--- config.mk ---
export PLATFORM = sky130hd
export DESIGN_NAME = memory_arbiter
export DESIGN_NICKNAME = d
export VERILOG_FILES = /design/src/rtl/memory_arbiter.sv
export SDC_FILE = /design/constraint.sdc
export NUM_CORES = 1
export LEC_CHECK = 0
export BUFFER_PORTS_ARGS = -buffer_cell sky130_fd_sc_hd__buf_4
export CORE_AREA = 2 2 105 107
export CTS_CLUSTER_SIZE = 25
export DETAILED_ROUTE_END_ITERATION = 16
export DIE_AREA = 0 0 107 109
export HOLD_SLACK_MARGIN = 0.05
export SYNTH_ARGS = -nofsm -noshare
export SYNTH_HDL_FRONTEND = slang
export SYNTH_SLANG_ARGS = --single-unit
--- constraint.sdc ---
create_clock -name CLK -period 1.6 [get_ports CLK]
set_input_delay 0.16 -clock CLK [delete_from_list [all_inputs] [get_ports CLK]]
set_output_delay 0.16 -clock CLK [all_outputs]
set_load 0.005 [all_outputs]
--- src/rtl/memory_arbiter.sv ---
// Two-requester RAM arbiter: data port has priority over instruction fetch.
// Optional starvation guard enabled by defining MEM_ARB_FAIRNESS_EN.
module memory_arbiter #(
  parameter int STARVE_LIMIT = 4
) (
  input  logic        CLK,
  input  logic        RST,
  input  logic        iREN,
  input  logic [31:0] iaddr,
  input  logic        dREN,
  input  logic        dWEN,
  input  logic [31:0] daddr,
  input  logic [31:0] dstore,
  output logic        iwait,
  output logic        dwait,
  output logic [31:0] iload,
  output logic [31:0] dload,
  output logic        ramREN,
  output logic        ramWEN,
  output logic [31:0] ramaddr,
  output logic [31:0] ramstore,
  input  logic [31:0] ramload,
  input  logic [1:0]  ramstate,
  output logic        merr
);

  // state | meaning
  // IDLE  | no RAM strobes, pick next requester
  // DSERV | data load/store presented to RAM
  // ISERV | instruction fetch presented to RAM
  typedef enum logic [1:0] {IDLE, DSERV, ISERV} state_t;

  localparam logic [1:0] RAM_ACCESS = 2'd2;
  localparam logic [1:0] RAM_ERROR  = 2'd3;

  if (STARVE_LIMIT < 1 || STARVE_LIMIT > 7) begin : g_bad_starve_limit
    $error("memory_arbiter: STARVE_LIMIT must be in 1..7");
  end

  state_t state, next_state;
  logic   dreq;
  logic   fair_force;

  assign dreq = dREN | dWEN;

`ifdef MEM_ARB_FAIRNESS_EN
  localparam logic [2:0] STARVE_LIM3 = 3'(STARVE_LIMIT);

  logic [2:0] streak;
  logic       d_done;
  logic       i_done;

  assign d_done     = (state == DSERV) && dreq && (ramstate == RAM_ACCESS);
  assign i_done     = (state == ISERV) && iREN && (ramstate == RAM_ACCESS);
  assign fair_force = iREN && (streak >= STARVE_LIM3);

  // Counts consecutive data completions; saturates so it never wraps back below the limit.
  always_ff @(posedge CLK) begin
    if (RST) begin
      streak <= 3'd0;
    end else if (i_done) begin
      streak <= 3'd0;
    end else if (d_done && streak != 3'd7) begin
      streak <= streak + 3'd1;
    end
  end
`else
  assign fair_force = 1'b0;
`endif

  always_ff @(posedge CLK) begin
    if (RST) begin
      state <= IDLE;
    end else begin
      state <= next_state;
    end
  end

  // Strobes follow the live request so a withdrawn request drops them in the same cycle.
  always_comb begin
    next_state = state;
    iwait      = iREN;
    dwait      = dreq;
    iload      = 32'd0;
    dload      = 32'd0;
    ramREN     = 1'b0;
    ramWEN     = 1'b0;
    ramaddr    = 32'd0;
    ramstore   = 32'd0;
    merr       = 1'b0;
    case (state)
      IDLE: begin
        if (fair_force) begin
          next_state = ISERV;
        end else if (dreq) begin
          next_state = DSERV;
        end else if (iREN) begin
          next_state = ISERV;
        end
      end
      DSERV: begin
        if (!dreq) begin
          next_state = IDLE;
        end else begin
          ramaddr = daddr;
          if (dWEN) begin
            ramWEN   = 1'b1;
            ramstore = dstore;
          end else begin
            ramREN = 1'b1;
          end
          if (ramstate == RAM_ACCESS) begin
            dwait      = 1'b0;
            dload      = dWEN ? 32'd0 : ramload;
            next_state = IDLE;
          end else if (ramstate == RAM_ERROR) begin
            dwait      = 1'b0;
            merr       = 1'b1;
            next_state = IDLE;
          end
        end
      end
      ISERV: begin
        if (!iREN) begin
          next_state = IDLE;
        end else begin
          ramREN  = 1'b1;
          ramaddr = iaddr;
          if (ramstate == RAM_ACCESS) begin
            iwait      = 1'b0;
            iload      = ramload;
            next_state = IDLE;
          end else if (ramstate == RAM_ERROR) begin
            iwait      = 1'b0;
            merr       = 1'b1;
            next_state = IDLE;
          end
        end
      end
      default: next_state = IDLE;
    endcase
  end

endmodule

---- Word-level counts from Yosys, hierarchy flattened ----
Index checks and enable logic that the tools add are counted.
Widths: inputs -> output; s select.
cells by class
  eq/ne operators ......................... 5
  multiplexer cells ....................... 38
  bitwise logic cells ..................... 1
  reductions and logical operators ........ 1
operators by type and width
  kind                count
  $mux 32             12
  $pmux 32 s2         1
  $mux 1              16
  $mux 2              6
  $eq 2x2->1 const B  3
  $pmux 2 s3          1
  $pmux 1 s2          2
  $ne 3x3->1 const B  1
  $eq 2x1->1 const B  1
  $logic_not 2->1     1
  $or 1x1->1          1
storage, ports and cells
  bits in registers ....................... 2
  bits of input ports ..................... 135

---- Depth between registers and ports, before layout ----
Gate-level depths: netlist of the first run.
  word-level depth ........................ 5
  mapped depth ............................ 7

---- Worst setup path after synthesis of the first run ----
OpenSTA, ideal clock, no wires.
  kind .................................... register to output
  start ................................... reg state[0]
  end ..................................... out ramaddr[0]
  arrival ................................. 1.340 ns
  setup slack ............................. 0.100 ns
  stages on the path, launching flop included .. 8
  cells stage by stage .................... dfxtp_1 > inv_1 > ha_1 > and2_1 > buf_4 > buf_2 > a22oi_1 > nor2b_1
on the way
  longest elaborated chain between the ends .. 2
  elaborated cells on any way between the ends .. 3
  those cells by class .................... eq/ne: 2; mux: 1
ends and longest elaborated chain
  what                                             line  source
  start, declared                                  40    state_t state, next_state;
  start signal, assigned                           75    state <= next_state;
  $eq 2x2->1 / $eq 2x1->1 (equally long branches)  91    case (state)
  $pmux 32 s2 (*)                                  91
  end, declared                                    20    output logic [31:0] ramaddr,
Mark *: on every way between the ends. The rest lies on a longest branch, timed or not.

---- Worst setup path after layout of the first run ----
  start ................................... reg state[0]
  end ..................................... out dload[10]
on the way
  longest elaborated chain between the ends .. 2
ends and longest elaborated chain
  what           line  source
  $eq 2x1->1     91
  $mux 32        91
  end, declared  17    output logic [31:0] dload,
No other way between the ends.

==> results of run 1 <==
[metal layers]
layer  part of all wire (%)  global-route usage (%)
met4                   0.99                    2.50
met1                     35                    14.7
met5                      0                       0
met2                     57                    29.8
met3                    7.5                    2.21
[logic make-up after synthesis]
kind of cell / after synthesis / synth area share (%)
simple gates: 143 / 61.7
fa+ha+maj: 4 / 3.45
compound gates: 42 / 21.3
buf+inv: 27 / 10.8
flops: 2 / 2.76
[through the flow]
step	cells	utilization, %	setup WS (ns)	TNS [ns]	hold slack (ns)
after floorplan	218	-	0.100	0	0.263
after global placement	612	34.2	-0.148	-6.23	0.396
after detailed placement	612	34.2	-0.280	-11.70	0.396
after CTS	632	39.4	-0.258	-17.75	0.173
after global routing	635	40.3	-0.310	-24.88	0.175
final	635	40.3	-0.255	-15.76	0.171
[timing repair]
item	CTS	global route
gates resized for setup	62	9
buffers inserted	15	2
pin swaps	49	12
cloned	4	3
setup endpoints to repair	132	133
endpoints found under the hold margin	0	0
[layout make-up]
type,count,area (um2)
Fill cell,1065,6330
Sequential cell,2,45.0
Clock buffer,3,41.3
Tap cell,140,175
Inverter,3,11.3
Timing Repair Buffer,298,2490
Multi-Input combinational cell,189,1500
[worst max-delay path: cells and delay by family, from the launching register on]
kind / cells / cell delay [ns]
and+or+nand+nor: 3 / 0.36
DFF: 1 / 0.32
adders and majority gates: 1 / 0.16
buffers and inverters: 4 / 0.65
[report_power, final]
part | switching, mW | leakage, nW | internal [mW] | total, mW
Sequential | 0.00401 | 0.0175 | 0.0538 | 0.0578
Clock | 0.0357 | 0.0216 | 0.159 | 0.194
Combinational | 0.333 | 2.15 | 0.547 | 0.880
[synth_stat cells, types with 3 or more instances]
library cell	n	area (um2)
ha_1	4	50.1
inv_1	3	11.3
nor2b_1	33	206
buf_6	4	45.0
clkbuf_1	12	45.0
a32oi_1	3	26.3
a22oi_1	32	240
and2_1	66	413
clkbuf_2	3	15.0
and3_1	32	200
[worst max-delay path by stage]
stage / endpoint / from
2_1_floorplan: ramaddr[0] / state[0]
3_3_place_gp: ramaddr[29] / state[0]
3_5_place_dp: iload[6] / state[0]
4_1_cts: dload[27] / state[0]
5_1_grt: ramaddr[27] / state[0]
6_report: dload[10] / state[0]
==> results.cfg, run 1 <==
[run_status]
status = finished, violations left
violations = negative setup slack

[floorplanning]
die_area_um2 = 11700
core_um2 = 10600
fp.dieH_um = 109
die_x_um = 107
pin_count = 268
num_rows = 38
start_util_pct = 13.7

[power_and_ir_drop]
p_leak_nw = 2.19
peakVddDrop_v = 0.000181
p_total_mw = 1.13
p_per_area_nw_per_um2 = 265

[timing]
min_period_ns = 1.85
max_freq_ghz = 0.539
fin_crit_sh_pct = 116
tightest_slew_ns = 0.478
clock_skew_ns = 0.00226
setup_ws_ns = -0.255
hold_violations = 0
grt_setup_unrepaired = yes
slew_headroom_pct = 68.0
slew_violations = 0
finalSetupViolations = 100

[critical_path]
arrival_ns = 1.69
r2r_start = state[0]
crit_path_frequent_cell = buf_4
worstSetupStartpointType = register
crit_chain = buf_4, ha_4, nand3b_1, nor2_4, buf_6, bufbuf_16, and2_1, buf_4
crit_type = register to output port
reg2reg_depth = 9
cpMaxStageDelayCell = dfxtp_2
cp_max_fo = 8
reg2reg_slack_ns = -0.03
critPathCaptureType = output port
required_ns = 1.44
critical-path-max-stage-delay_ns = 0.32
rr_endpoint = state[0]

[worst_hold_path]
hold_start = RST
min_to = state[1]
min_path_type = primary input to register
holdPathStages = 2

[place]
placedInstanceArea_um2 = 3630
place_hpwl_um = 7110
globalplace.congestion = 0.842
io_buffers = 267

[global_route]
track_usage_pct = 14.2
grt_start_max_net_pins = 34
antenna_found_initial = 0
grt_pass1_vias = 2631
grt_first_pass_wirelength_um = 13300
overflow = 0

[flow_run]
cap_violations = 0

[synthesis]
synth_seq_cells = 2
synth_cells = 218
synth-edff-count = 0
synthDistinctLibCells = 29
ys.flop_type = dfxtp_1
syn_avg_cell_area_um2 = 6.65
yosys_warnings = 0
synthesis.nets = 357
syn-cell-area_um2 = 1450
ys_seq_area_share_pct = 2.76
async_reset_ff_share_pct = 0

[layout]
syn_to_final_growth_pct = 194
final_area_um2 = 4270
drive_gt1_share_pct = 71.3
fin_nets = 636
top_regs = state: 2 flops
regMostFlops = state
layout_commonest_cell = buf_4
largest_reg_flops = 2
antennaDiodeCount = 0
final_cell_mix = 278 x buf_4, 64 x and2_1, 33 x nor2b_1

[cts]
clock-sinks = 2
htree_levels = 1
cts_hold_buf = 0
cts_tree = yes
clk_pin_slew_ns = 0.03
worstSkewPairLatency_ns = 0.21
cts.path.max_buffers = 2
cts_root_buffer = clkbuf_8
cts_buffers = 3

[detailed_routing]
initialDrtViolationCount = 109
via_count = 2683
drc = 0
vias_per_cell = 4.23
routed_wl_um = 9550
drt_first_pass_iters = 4
ant_nets = 0
wl_per_cell_um = 15.0
Power figures use the tool's default switching activity.
==> inputs of run 2 (changes only) <==
==> constraint.sdc (replaced) <==
create_clock -name CLK -period 1.6 [get_ports CLK]
set_input_delay 0.08 -clock CLK [delete_from_list [all_inputs] [get_ports CLK]]
set_output_delay 0.08 -clock CLK [all_outputs]
set_load 0.005 [all_outputs]
==> run 2 against run 1 <==
Effect of this change:
- the run still ends with negative setup slack left
- worst hold slack worse by 0.072 ns
- first-iteration DRC count decreased by 24%
- clock power is essentially flat
- final cell count increased by 0.63%
- sequential power up 2%
- non-clock buffer count did not move
- highest routed layer unchanged
==> results.cfg, run 2 (same netlist as run 1, synthesis figures left out) <==
[layout]
top_regs = state: 2 flops
multi_input_area_um2 = 1610
regArea_um2 = 45.0
final_cell_mix = 242 x buf_4, 38 x buf_6, 33 x and2_4, 33 x nor2b_1, 33 x and2_1
utilization_pct = 43.0
layout_commonest_cell = buf_4
final_area_um2 = 4560
regMostFlops = state
fin_nets = 639
final-instance-count-excl-fill = 639
nFillCells = 1021
largest_reg_flops = 2
syn_to_final_growth_pct = 214
drive_gt1_share_pct = 77.1

[global_route]
track_usage_pct = 15.4
grt_first_pass_wirelength_um = 14200
antenna_found_initial = 1
grt_pass1_vias = 2736
overflow = 0
grt_start_max_net_pins = 38

[timing]
finalSetupViolations = 104
hold_violations = 0
max_freq_ghz = 0.574
holdWs_ns = 0.0989
setup_ws_ns = -0.143
slew_headroom_pct = 66.1
min_period_ns = 1.74
grt_setup_unrepaired = yes
tns_ns = -6.11
fin_crit_sh_pct = 109
tightest_slew_ns = 0.508
clock_skew_ns = 0.000869
slew_violations = 0

[worst_hold_path]
min_path_type = primary input to register
holdPathStages = 2

[critical_path]
path_buf_inv = 4
cpMaxStageDelayCell = dfxtp_2
critical-path-max-stage-delay_ns = 0.34
critPathCaptureType = output port
cp_num_cells = 8
crit_path_frequent_cell = buf_6
required_ns = 1.52
path_delay_family = buffers and inverters
crit_chain = buf_6, ha_4, buf_6, o21a_4, clkbuf_16, a22oi_2, nor2b_1, buf_4
reg2reg_depth = 8
cp_max_fo = 7
worstSetupStartpointType = register
arrival_ns = 1.66
crit_type = register to output port

[detailed_routing]
vias_per_cell = 4.43
ant_nets = 0
drt_first_pass_iters = 4
routed_wl_um = 10700
drc = 0
wl_per_cell_um = 16.8
initialDrtViolationCount = 83
via_count = 2829

[flow_run]
cap_violations = 0

[place]
pre_cts_slack_ns = -0.165
place_hpwl_um = 7130
dp.cells = 611
io_buffers = 267
globalplace.congestion = 0.831
placedInstanceArea_um2 = 3620

[cts]
cts_root_buffer = clkbuf_8
cts.path.max_buffers = 2
cts_buffers = 3
cts_hold_buf = 0
clk_pin_slew_ns = 0.03
worstSkewPairLatency_ns = 0.20
cts_tree = yes
clock-sinks = 2
htree_levels = 1

[power_and_ir_drop]
peakVddDrop_v = 0.000237
p_per_area_nw_per_um2 = 268
p_leak_nw = 2.29
p_total_mw = 1.22

[floorplanning]
start_util_pct = 13.7
pin_count = 268
core_um2 = 10600
die_area_um2 = 11700
die_x_um = 107
num_rows = 38
fp.dieH_um = 109

[run_status]
violations = negative setup slack
status = finished, violations left
==> run 2: repair_timing <==
action / 4_1_cts / 5_1_grt
setup endpoints to repair: 129 / 131
hold endpoints to repair: 0 / 0
cloned: 9 / 7
pin swaps: 34 / 36
resized for setup: 92 / 47
buffers inserted: 10 / 2
==> run 2: final cells by class <==
cell class | count | share of cell area (%)
flip-flops and latches | 2 | 0.989
well taps | 140 | 3.85
repair buffers | 298 | 58.6
diodes | 1 | 0.0549
clock buffers | 3 | 0.906
multi-input cells | 192 | 35.3
inverters | 3 | 0.302
==> run 2: worst register-to-register path: stages, from the launching register on <==
cell and delay [ns]:
dfxtp_2 0.32, buf_6 0.12, ha_4 0.15, buf_6 0.11
o21a_4 0.18, clkbuf_16 0.19, buf_4 0.14, a32oi_1 0.18
o21ai_1 0.09
==> run 2: worst paths after layout <==
kind / from / end / slack [ns]
setup / recovery: state[0] / ramaddr[17] / -0.14
hold / removal: RST / state[1] / 0.1
setup reg to reg: state[0] / state[0] / -0.02
hold reg to reg: state[1] / state[1] / 0.55
==> run 2: metal layers <==
layer	GRT usage (%)	wire length, um	up-vias
met2	32.3	6080	170
met3	2.27	766	12
met5	0	0	-
met4	3.71	199	0
li1	-	-	1322
met1	15.7	3690	1325
==> run 2: report_power, final <==
group	switching, mW	total (mW)	internal, mW
registers	0.00517	0.0590	0.0539
logic	0.367	0.969	0.603
clock network	0.0345	0.193	0.159
